## config.mk

```make
export PLATFORM = sky130hd
export DESIGN_NAME = mem_port_arbiter
export DESIGN_NICKNAME = d
export VERILOG_FILES = /design/src/rtl/mem_port_arbiter_pkg.sv /design/src/rtl/mem_port_arbiter_starve_ctr.sv /design/src/rtl/mem_port_arbiter.sv
export SDC_FILE = /design/constraint.sdc
export NUM_CORES = 1
export LEC_CHECK = 0
export ABC_AREA = 1
export BUFFER_PORTS_ARGS = -buffer_cell sky130_fd_sc_hd__buf_4
export CAP_MARGIN = 5
export CORE_MARGIN = 2
export CORE_UTILIZATION = 51
export DETAILED_ROUTE_END_ITERATION = 7
export GPL_TIMING_DRIVEN = 0
export PLACE_DENSITY = 0.85
export SLEW_MARGIN = 20
export SYNTH_ARGS = -nofsm -noshare
export SYNTH_HDL_FRONTEND = slang
export SYNTH_HIERARCHICAL = 1
export SYNTH_SLANG_ARGS = --single-unit
```

## constraint.sdc

```tcl
create_clock -name i_clk -period 4.85 [get_ports i_clk]
set_input_delay 0 -clock i_clk [delete_from_list [all_inputs] [get_ports i_clk]]
set_output_delay 0 -clock i_clk [all_outputs]
set_load 0.005 [all_outputs]
```

## src/rtl/mem_port_arbiter_pkg.sv

```systemverilog
// Shared types and helpers for the main-memory port arbiter.
package mem_port_arbiter_pkg;

    // Transaction sequencer states: one memory access per IDLE->ISSUE->WAIT->DONE pass.
    typedef enum logic [1:0] {
        ST_IDLE  = 2'd0,
        ST_ISSUE = 2'd1,
        ST_WAIT  = 2'd2,
        ST_DONE  = 2'd3
    } arb_state_e;

    // Identity of the requester that owns the transaction in flight.
    typedef enum logic {
        REQ_IF = 1'b0,
        REQ_DM = 1'b1
    } req_id_e;

    // Width of a counter that must hold values 0..max_val (never narrower than 1 bit).
    function automatic int cnt_width(input int max_val);
        if (max_val < 1) begin
            return 1;
        end else begin
            return $clog2(max_val + 1);
        end
    endfunction

endpackage

```

## src/rtl/mem_port_arbiter_starve_ctr.sv

```systemverilog
// Saturating count of DM grants taken while a fetch was waiting; flags when IF must be forced.
module arb_starve_ctr
    import mem_port_arbiter_pkg::*;
#(
    parameter int STARVE_LIMIT = 4
) (
    input  logic i_clk,
    input  logic i_rst,
    input  logic i_inc,
    input  logic i_clear,
    output logic o_force_if
);

    localparam int CW = cnt_width(STARVE_LIMIT);
    localparam logic [CW-1:0] LIMIT_C = CW'(STARVE_LIMIT);

    logic [CW-1:0] r_cnt;
    logic [CW-1:0] w_cnt_nxt;
    logic          r_force;

    // Next count: clear wins over increment, increment saturates at the limit.
    always_comb begin
        w_cnt_nxt = r_cnt;
        if (i_clear) begin
            w_cnt_nxt = {CW{1'b0}};
        end else if (i_inc && (r_cnt != LIMIT_C)) begin
            w_cnt_nxt = r_cnt + {{(CW-1){1'b0}}, 1'b1};
        end else begin
            w_cnt_nxt = r_cnt;
        end
    end

    // Counter and its registered force flag, which tracks the count value being stored.
    always_ff @(posedge i_clk) begin
        if (i_rst) begin
            r_cnt   <= {CW{1'b0}};
            r_force <= 1'b0;
        end else begin
            r_cnt   <= w_cnt_nxt;
            r_force <= (w_cnt_nxt == LIMIT_C);
        end
    end

    assign o_force_if = r_force;

endmodule

```

## src/rtl/mem_port_arbiter.sv

```systemverilog
// Shares the single-port synchronous main memory between instruction fetch and load/store.
// One transaction at a time; DM has priority, a starvation guard bounds how long IF waits.
module mem_port_arbiter
    import mem_port_arbiter_pkg::*;
#(
    parameter int ADDR_W       = 32,
    parameter int DATA_W       = 32,
    parameter int MEM_LAT      = 1,
    parameter int STARVE_LIMIT = 4
) (
    input  logic                  i_clk,
    input  logic                  i_rst,
    input  logic                  i_if_req,
    input  logic [ADDR_W-1:0]     i_if_addr,
    output logic                  o_if_done,
    output logic [DATA_W-1:0]     o_if_rdata,
    input  logic                  i_dm_req,
    input  logic                  i_dm_we,
    input  logic [DATA_W/8-1:0]   i_dm_be,
    input  logic [ADDR_W-1:0]     i_dm_addr,
    input  logic [DATA_W-1:0]     i_dm_wdata,
    output logic                  o_dm_done,
    output logic [DATA_W-1:0]     o_dm_rdata,
    output logic                  o_mem_en,
    output logic [DATA_W/8-1:0]   o_mem_we,
    output logic [ADDR_W-1:0]     o_mem_addr,
    output logic [DATA_W-1:0]     o_mem_wdata,
    input  logic [DATA_W-1:0]     i_mem_rdata
);

    localparam int BE_W  = DATA_W / 8;
    localparam int CNT_W = cnt_width(MEM_LAT);
    localparam logic [CNT_W-1:0] LAT_C = CNT_W'(MEM_LAT);
    localparam logic [CNT_W-1:0] ONE_C = CNT_W'(1);

    arb_state_e          r_state;
    req_id_e             r_winner;
    logic                r_is_read;
    logic [CNT_W-1:0]    r_cnt;
    logic                r_if_done;
    logic [DATA_W-1:0]   r_if_rdata;
    logic                r_dm_done;
    logic [DATA_W-1:0]   r_dm_rdata;
    logic                r_mem_en;
    logic [BE_W-1:0]     r_mem_we;
    logic [ADDR_W-1:0]   r_mem_addr;
    logic [DATA_W-1:0]   r_mem_wdata;

    logic w_idle;
    logic w_any_req;
    logic w_grant_if;
    logic w_force_if;
    logic w_starve_inc;
    logic w_starve_clr;

    // Arbitration is only evaluated in IDLE; requests in other states are not sampled.
    assign w_idle       = (r_state == ST_IDLE);
    assign w_any_req    = i_if_req | i_dm_req;
    assign w_grant_if   = i_if_req & (~i_dm_req | w_force_if);
    assign w_starve_inc = w_idle & i_dm_req & i_if_req & ~w_grant_if;
    assign w_starve_clr = w_idle & (~i_if_req | w_grant_if);

    arb_starve_ctr #(
        .STARVE_LIMIT (STARVE_LIMIT)
    ) u_starve (
        .i_clk      (i_clk),
        .i_rst      (i_rst),
        .i_inc      (w_starve_inc),
        .i_clear    (w_starve_clr),
        .o_force_if (w_force_if)
    );

    // Transaction sequencer: latches the winner's request, strobes memory once, waits out
    // the read latency, captures read data and pulses the winner's done for one cycle.
    always_ff @(posedge i_clk) begin
        if (i_rst) begin
            r_state     <= ST_IDLE;
            r_winner    <= REQ_IF;
            r_is_read   <= 1'b0;
            r_cnt       <= {CNT_W{1'b0}};
            r_if_done   <= 1'b0;
            r_if_rdata  <= {DATA_W{1'b0}};
            r_dm_done   <= 1'b0;
            r_dm_rdata  <= {DATA_W{1'b0}};
            r_mem_en    <= 1'b0;
            r_mem_we    <= {BE_W{1'b0}};
            r_mem_addr  <= {ADDR_W{1'b0}};
            r_mem_wdata <= {DATA_W{1'b0}};
        end else begin
            r_if_done <= 1'b0;
            r_dm_done <= 1'b0;
            r_mem_en  <= 1'b0;
            r_mem_we  <= {BE_W{1'b0}};
            case (r_state)
                ST_IDLE: begin
                    if (w_any_req) begin
                        r_mem_en <= 1'b1;
                        r_state  <= ST_ISSUE;
                        if (w_grant_if) begin
                            r_winner   <= REQ_IF;
                            r_is_read  <= 1'b1;
                            r_mem_addr <= i_if_addr;
                        end else begin
                            r_winner    <= REQ_DM;
                            r_is_read   <= ~i_dm_we;
                            r_mem_addr  <= i_dm_addr;
                            r_mem_wdata <= i_dm_wdata;
                            r_mem_we    <= i_dm_we ? i_dm_be : {BE_W{1'b0}};
                        end
                    end else begin
                        r_state <= ST_IDLE;
                    end
                end
                ST_ISSUE: begin
                    r_cnt   <= LAT_C;
                    r_state <= ST_WAIT;
                end
                ST_WAIT: begin
                    if (r_cnt == ONE_C) begin
                        r_state <= ST_DONE;
                        if (r_winner == REQ_IF) begin
                            r_if_done  <= 1'b1;
                            r_if_rdata <= i_mem_rdata;
                        end else begin
                            r_dm_done <= 1'b1;
                            if (r_is_read) begin
                                r_dm_rdata <= i_mem_rdata;
                            end else begin
                                r_dm_rdata <= r_dm_rdata;
                            end
                        end
                    end else begin
                        r_cnt <= r_cnt - ONE_C;
                    end
                end
                ST_DONE: begin
                    r_state <= ST_IDLE;
                end
                default: begin
                    r_state <= ST_IDLE;
                end
            endcase
        end
    end

    assign o_if_done   = r_if_done;
    assign o_if_rdata  = r_if_rdata;
    assign o_dm_done   = r_dm_done;
    assign o_dm_rdata  = r_dm_rdata;
    assign o_mem_en    = r_mem_en;
    assign o_mem_we    = r_mem_we;
    assign o_mem_addr  = r_mem_addr;
    assign o_mem_wdata = r_mem_wdata;

endmodule

```

==> qor.yml, run 1 <==
clock-sinks: 144
ys_seq_area_share_pct: 48.3
cp.arrival_ps: 2630
hold_start: "i_dm_addr[0]"
grt_pass1_vias: 8238
period_needed_ps: 2330
finClkSkew_ps: 9.45
wl_per_cell_um: 19.3
syn_area_per_cell_um2: 6.96
fill_cells: 494
grt_use_total_pct: 43.0
grt_max_degree: 17
clk-insertion-delay-late_ps: 420
routed-via-count: 8245
clk_pin_slew_worst_paths_ps: 60
die_w_um: 112
crit_buf_inv: 5
worstHoldEndpoint: "o_mem_addr[0]$_SDFFE_PP0N_"
drtIter0Drc: 985
r2r_setup_slack_ps: 2520
cts_resized: 0
start_kind: "flop"
die-area_mm2: 0.0126
die_h_um: 112
syn_inst: 857
violations: "DRC"
boundaryPins: 272
path_cells: "inv_1, ha_1, inv_1, nor2_2, buf_4, buf_2, nand2_1, nor2_1, dlygate4sd3_1, nor2_1"
p_total_uw: 4500
postRouteAntennaNets: 0
synth-edff-count: 0
cts_tree: "built"
multi_input_area_mm2: 0.00249
post_cts_buffers: 0
r2r-start: "r_state[0]$_SDFFE_PP0P_"
grt-ovfl-total: 0
drv_cap: 0
syn_nets: 998
slew_violations: 0
max_slew_margin_pct: 61.9
p_leak_uw: 0.00523
path_class: "flop to flop"
worstHoldPathType: "input port to flop"
pwr_density_cell_mw_per_mm2: 443
viasPerCell: 5.73
async_reset_ff_share_pct: 0
reg2reg_depth: 10
fin_crit_sh_pct: 48.0
cts_max_level: 4
ff_latch_area_mm2: 0.00288
cts_root_buffer: "clkbuf_16"
worst_slew_pin_slew_ps: 567
numCtsBuffers: 17
cp_max_fo: 10
synth_area_mm2: 0.00597
antenna_found_initial: 0
first_pass_iters: 8
antenna_cells: 0
slowest_delay_ps: 590
peakVddDrop_mv: 0.293
hpwl_mm: 14.2
timing.rr.end: "o_mem_addr[23]$_SDFFE_PP0N_"
cp-end-kind: "flop"
dp_cells: 1271
cpLargestDelayFamily: "buffers and inverters"
yosysWarnings: 6
finalNetCount: 1424
drive_gt1_share_pct: 26.0
port_buffers: 271
clockBufferDepth: 2
path_depth: 10
core_area_mm2: 0.0114
yosys_register_bits: 144
hold_path_depth: 5
final_util_pct: 88.8
fmax_mhz: 430
drc: 2
setup_tns_ps: 0
grt_first_pass_wirelength_mm: 43.0
setup_viol: 0
synth.distinct_cells: 17
crit_required_ps: 5150
status: "finished with violations"
start_util_pct: 52.2
final_cells: 1439
synth_flop_cell: "dfxtp_1"
wl_mm: 27.7
finalHoldViolations: 0
routabilityCongestion: 0.876
timing.hold.ws_ps: 71.7
area_growth_syn_to_layout_pct: 70.0
cp_slowest_cell: "dlygate4sd3_1"
rsz0062_at_grt: "false"
rows: 39
-- how the worst max path moves through the flow --
stage               slack (ps)                           start                        endpoint
floorplan                 3330  u_starve/o_force_if$_SDFF_PP0_  u_starve/o_force_if$_SDFF_PP0_
global placement          3130  u_starve/o_force_if$_SDFF_PP0_  u_starve/o_force_if$_SDFF_PP0_
detailed placement        3090  u_starve/o_force_if$_SDFF_PP0_  u_starve/o_force_if$_SDFF_PP0_
CTS                       2660         r_state[0]$_SDFFE_PP0P_          o_mem_we[0]$_SDFF_PP0_
global route              2450         r_state[0]$_SDFFE_PP0P_     o_mem_addr[30]$_SDFFE_PP0N_
finish                    2520         r_state[0]$_SDFFE_PP0P_     o_mem_addr[23]$_SDFFE_PP0N_
-- power by group --
part | leakage [uW] | internal (uW) | total [uW] | switching, uW
sequential | 0.00118 | 1430 | 1580 | 152
clock | 0.000295 | 838 | 1360 | 522
combinational | 0.00375 | 727 | 1560 | 832
-- tightest hold or removal path, cell delays in order --
cell and delay [ps]:
buf_4 80, inv_1 30, a21oi_1 120, nor2_1 100, nor2_1 110
-- routing by layer --
layer	wire (um)	global-route usage, %	vias up
met2	13000	72.6	748
met4	2050	28.3	0
met3	3230	13.4	208
li1	-	-	3556
met5	0	0	-
met1	9440	46.3	3733
-- state kept, by name, summed over array words and instances, names as in the netlist --
signal and flops:
o_dm_done 1, o_dm_rdata 32, o_if_done 1, o_if_rdata 32, o_mem_addr 32, o_mem_en 1, o_mem_wdata 32, o_mem_we 4
r_cnt 1, r_is_read 1, r_state 2, r_winner 1, u_starve/o_force_if 1, u_starve/r_cnt 3
-- synth_stat cells (2+ instances only) --
library cell / number / area (um^2)
buf_2: 30 / 150
nand3_1: 71 / 355
dfxtp_1: 144 / 2880
ha_1: 4 / 50.1
nor2_1: 239 / 897
buf_4: 3 / 22.5
a21oi_1: 67 / 335
buf_1: 3 / 11.3
nand2_2: 2 / 12.5
nor2_2: 2 / 12.5
o21ai_0: 102 / 510
clkbuf_1: 25 / 93.8
inv_1: 85 / 319
nand2_1: 77 / 289
-- layout by cell type (no fill, tap or decap), drive strengths merged --
cell type and count:
buf 307, nor2 241, dfxtp 144, dlygate4sd3 136, o21ai 102, inv 86
nand2 79, nand3 71, a21oi 67, clkbuf 48, clkinv 5, ha 4
bufinv 3, nand4 2, nor3 1
-- kinds of logic after synthesis --
family | count (synthesis) | share of synthesized area, %
buf+inv | 146 | 10.0
fa+ha+maj | 4 | 0.839
compound gates | 169 | 14.2
flops | 144 | 48.3
simple gates | 394 | 26.7
-- final cells by class --
cell class | instances | share of cell area [%]
inverter | 85 | 3.15
multi-input combinational | 567 | 24.5
clock inverter | 9 | 1.30
clock buffer | 23 | 4.62
tap | 143 | 1.76
sequential | 144 | 28.4
buffer | 61 | 2.74
timing repair buffer | 407 | 33.5
-- through the flow --
stage,setup WS [ps],cell area (um^2)
after global placement,3130,8180
after detailed placement,3090,8180
final,2520,10100
after CTS,2660,10100
after floorplan,3330,5970
after global routing,2450,10100
-- what timing repair did --
| action | in CTS | in global routing |
|---|---|---|
| endpoints found under the setup margin | 0 | 0 |
| hold buffers | 136 | 0 |
| endpoints found under the hold margin | 141 | 0 |
(Power assumes the default switching activity.)
==> run 2: changes to the inputs <==
--- a/config.mk
+++ b/config.mk
@@ -5,14 +5,14 @@
 export SDC_FILE = /design/constraint.sdc
 export NUM_CORES = 1
 export LEC_CHECK = 0
-export ABC_AREA = 1
+export ABC_AREA = 0
 export BUFFER_PORTS_ARGS = -buffer_cell sky130_fd_sc_hd__buf_4
 export CAP_MARGIN = 5
 export CORE_MARGIN = 2
-export CORE_UTILIZATION = 51
+export CORE_UTILIZATION = 46
 export DETAILED_ROUTE_END_ITERATION = 7
 export GPL_TIMING_DRIVEN = 0
-export PLACE_DENSITY = 0.85
+export PLACE_DENSITY = 0.79
 export SLEW_MARGIN = 20
 export SYNTH_ARGS = -nofsm -noshare
 export SYNTH_HDL_FRONTEND = slang
==> constraint.sdc (replaced) <==
create_clock -name i_clk -period 2.4 [get_ports i_clk]
set_input_delay 0 -clock i_clk [delete_from_list [all_inputs] [get_ports i_clk]]
set_output_delay 0 -clock i_clk [all_outputs]
set_load 0.005 [all_outputs]
==> qor.yml, run 2 <==
final_util_pct: 81.3  # was 88.8%
routabilityCongestion: 0.854  # was 0.876
timing.rr.end: "o_mem_addr[5]$_SDFFE_PP0N_"  # was o_mem_addr[23]$_SDFFE_PP0N_
numCtsBuffers: 17  # unchanged
grt_pass1_vias: 6869  # was 8238
reg2reg_depth: 7  # was 10
p_leak_uw: 0.00420  # was 0.00523 uW
finalWorstSetupSlack_ps: 266  # was 2520 ps
wl_mm: 21.9  # was 27.7 mm
cp_max_fo: 10  # unchanged
fin_area_mm2: 0.00976  # was 0.0101 mm^2
hold_path_depth: 4  # was 5
postRouteAntennaNets: 0  # unchanged
synth-edff-count: 0  # unchanged
peakVddDrop_mv: 0.598  # was 0.293 mV
yosys_register_bits: 144  # unchanged
max_slew_margin_pct: 54.6  # was 61.9%
clk-insertion-delay-late_ps: 420  # about the same
area_growth_syn_to_layout_pct: 72.8  # was 70.0%
grt_first_pass_wirelength_mm: 33.5  # was 43.0 mm
hpwl_mm: 13.1  # was 14.2 mm
clock-sinks: 144  # unchanged
grt_max_degree: 17  # unchanged
yosys-top-cells-count: "dfxtp_1 (144), nand2_1 (131), a21oi_1 (98)"  # was nor2_1 (239), dfxtp_1 (144), o21ai_0 (102)
syn_area_per_cell_um2: 8.32  # was 6.96 um^2
post_cts_buffers: 0  # unchanged
dp_slack_ps: 237  # was 3090 ps
r2r_setup_slack_ps: 270  # was 2520 ps
synth_area_mm2: 0.00565  # was 0.00597 mm^2
cp.arrival_ps: 2490  # was 2630 ps
yosysWarnings: 6  # unchanged
fin_crit_sh_pct: 88.9  # was 48.0%
mostFrequentLayoutCells: "buf_4 (271), dfxtp_1 (144), dlygate4sd3_1 (135), nand2_1 (131), a21oi_1 (98)"  # was buf_4 (274), nor2_1 (239), dfxtp_1 (144), dlygate4sd3_1 (136), o21ai_0 (102)
finalHoldViolations: 0  # unchanged
first_pass_iters: 5  # was 8
worst_slew_pin_slew_ps: 681  # was 567 ps
finClkSkew_ps: 7.94  # was 9.45 ps
slew_violations: 0  # unchanged
fmax_mhz: 469  # was 430 MHz
syn_nets: 820  # was 998
top_usage_layer: "met2"  # unchanged
die_w_um: 115  # was 112 um
die_h_um: 115  # was 112 um
wl_per_cell_um: 17.3  # was 19.3 um
cp-end-kind: "flop"  # unchanged
pwr_density_cell_mw_per_mm2: 814  # was 443 mW/mm^2
grt_util_met1_pct: 36.6  # was 46.3%
ys_seq_area_share_pct: 51.0  # was 48.3%
rows: 40  # was 39
start_kind: "flop"  # unchanged
grt_use_total_pct: 32.4  # was 43.0%
setup_tns_ps: 0  # unchanged
die-area_mm2: 0.0132  # was 0.0126 mm^2
worstHoldEndpoint: "o_mem_en$_SDFF_PP0_"  # was o_mem_addr[0]$_SDFFE_PP0N_
met2_usage_pct: 56.7  # was 72.6%
synth.distinct_cells: 35  # was 17
async_reset_ff_share_pct: 0  # unchanged
drive_gt1_share_pct: 31.3  # was 26.0%
port_buffers: 271  # unchanged
grt-ovfl-total: 0  # unchanged
drc: 0  # was 2
routed-via-count: 6823  # was 8245
rsz0062_at_grt: "false"  # unchanged
use_met3_pct: 8.33  # was 13.4%
drv_cap: 0  # unchanged
core_area_mm2: 0.0120  # was 0.0114 mm^2
synthTopCellsByArea: "dfxtp_1 (51%), nand2_1 (8.7%), a21oi_1 (8.7%)"  # was dfxtp_1 (48%), nor2_1 (15%), o21ai_0 (8.6%)
p_total_uw: 7940  # was 4500 uW
hold_start: "i_if_req"  # was i_dm_addr[0]
finalNetCount: 1245  # was 1424
period_needed_ps: 2130  # was 2330 ps
antenna_found_initial: 0  # unchanged
synth_top_area_share_pct: 51.0  # was 48.3%
syn_inst: 679  # was 857
worstHoldPathType: "input port to flop"  # unchanged
start_util_pct: 47.0  # was 52.2%
cts_max_level: 4  # unchanged
cts_root_buffer: "clkbuf_16"  # unchanged
setup_viol: 0  # unchanged
synth_flop_cell: "dfxtp_1"  # unchanged
boundaryPins: 272  # unchanged
status: "completed"  # was finished with violations
dpl_cell_area_mm2: 0.00787  # was 0.00818 mm^2
cts_tree: "built"  # unchanged
path_class: "flop to flop"  # unchanged
clk_pin_slew_worst_paths_ps: 60  # about the same
clockBufferDepth: 2  # unchanged
layout.cells.most_common: "buf_4"  # unchanged
synth_top_area_cell: "dfxtp_1"  # unchanged
synth_most_common_cell: "dfxtp_1"  # was nor2_1
viasPerCell: 5.40  # was 5.73
r2r-start: "r_state[0]$_SDFFE_PP0P_"  # unchanged
crit_required_ps: 2760  # was 5150 ps
drtIter0Drc: 458  # was 985
antenna_cells: 0  # unchanged
## run 2: cell types whose count changed in the layout (fill, tap and decap cells not counted), sizes merged, moves of 3 or more
| cell | previous run | this run |
|---|---|---|
| clkinvlp | 0 | 3 |
| nor2 | 241 | 41 |
| o21ai | 102 | 65 |
| a21oi | 67 | 98 |
| nand2 | 79 | 131 |
| a311oi | 0 | 32 |
| nor3 | 1 | 4 |
| inv | 86 | 6 |
| nand3 | 71 | 65 |
| and4b | 0 | 5 |
## run 2: metal layers
layer  vias to the layer above  share of wire, %
met1                      3198                39
met2                       334                50
li1                       3214                 -
met5                         -                 0
met3                        77               7.0
met4                         0               4.1
## run 2: how the worst max path moves through the flow
| stage | startpoint | to | slack (ps) | depth (start not counted) |
|---|---|---|---|---|
| detailed placement | r_state[0]$_SDFFE_PP0P_ | u_starve/r_cnt[1]$_SDFF_PP0_ | 240 | 8 |
| finish | r_state[0]$_SDFFE_PP0P_ | o_mem_addr[5]$_SDFFE_PP0N_ | 270 | 7 |
| floorplan | r_state[0]$_SDFFE_PP0P_ | u_starve/r_cnt[1]$_SDFF_PP0_ | 640 | 8 |
| global route | r_state[0]$_SDFFE_PP0P_ | u_starve/o_force_if$_SDFF_PP0_ | 50 | 8 |
| global placement | r_state[0]$_SDFFE_PP0P_ | u_starve/r_cnt[1]$_SDFF_PP0_ | 270 | 8 |
| CTS | r_state[0]$_SDFFE_PP0P_ | u_starve/r_cnt[1]$_SDFF_PP0_ | 210 | 8 |
## run 2: repair_timing
| action | 4_1_cts | 5_1_grt |
|---|---|---|
| endpoints found under the setup margin | 0 | 1 |
| gates resized for setup | 0 | 1 |
| hold endpoints to repair | 138 | 0 |
| hold buffers | 135 | 0 |
## run 2: where the power goes
group	internal (uW)	leakage (uW)	switching, uW
Clock	1440	0.000262	1000
Sequential	2740	0.00117	188
Combinational	1350	0.00276	1230
Total	5520	0.00420	2420
## run 2: cell families after synthesis
kind of cell / synth area share (%)
AOI/OAI and AO/OA: 21.4
xor gates and xnor gates: 0.155
adders and majority gates: 0.886
buffers and inverters: 6.03
DFF: 51.0
muxes: 0.354
and+or+nand+nor: 20.1
## run 2: cell type report
| cell class | count | area (um^2) |
|---|---|---|
| well taps | 147 | 184 |
| inverters | 5 | 18.8 |
| repair buffers | 406 | 3390 |
| fillers | 763 | 2250 |
| plain buffers | 64 | 322 |
| flip-flops and latches | 144 | 2880 |
| clock buffers | 20 | 447 |
| multi-input cells | 466 | 2430 |
| clock inverters | 11 | 91.3 |
## run 2: worst max-delay path, stage by stage (launching register included)
cell	delay (ps)
dfxtp_1	290
inv_1	90
ha_1	280
o21a_4	180
buf_2	230
nor2_1	100
a311oi_1	290
dlygate4sd3_1	610
## run 2: through the flow
step | std cells | hold WS (ps)
after floorplan | 679 | 76.7
final | 1263 | 40.4
after CTS | 1263 | 28.6
after detailed placement | 1097 | 226
after global placement | 1097 | 217
after global routing | 1263 | 55.6
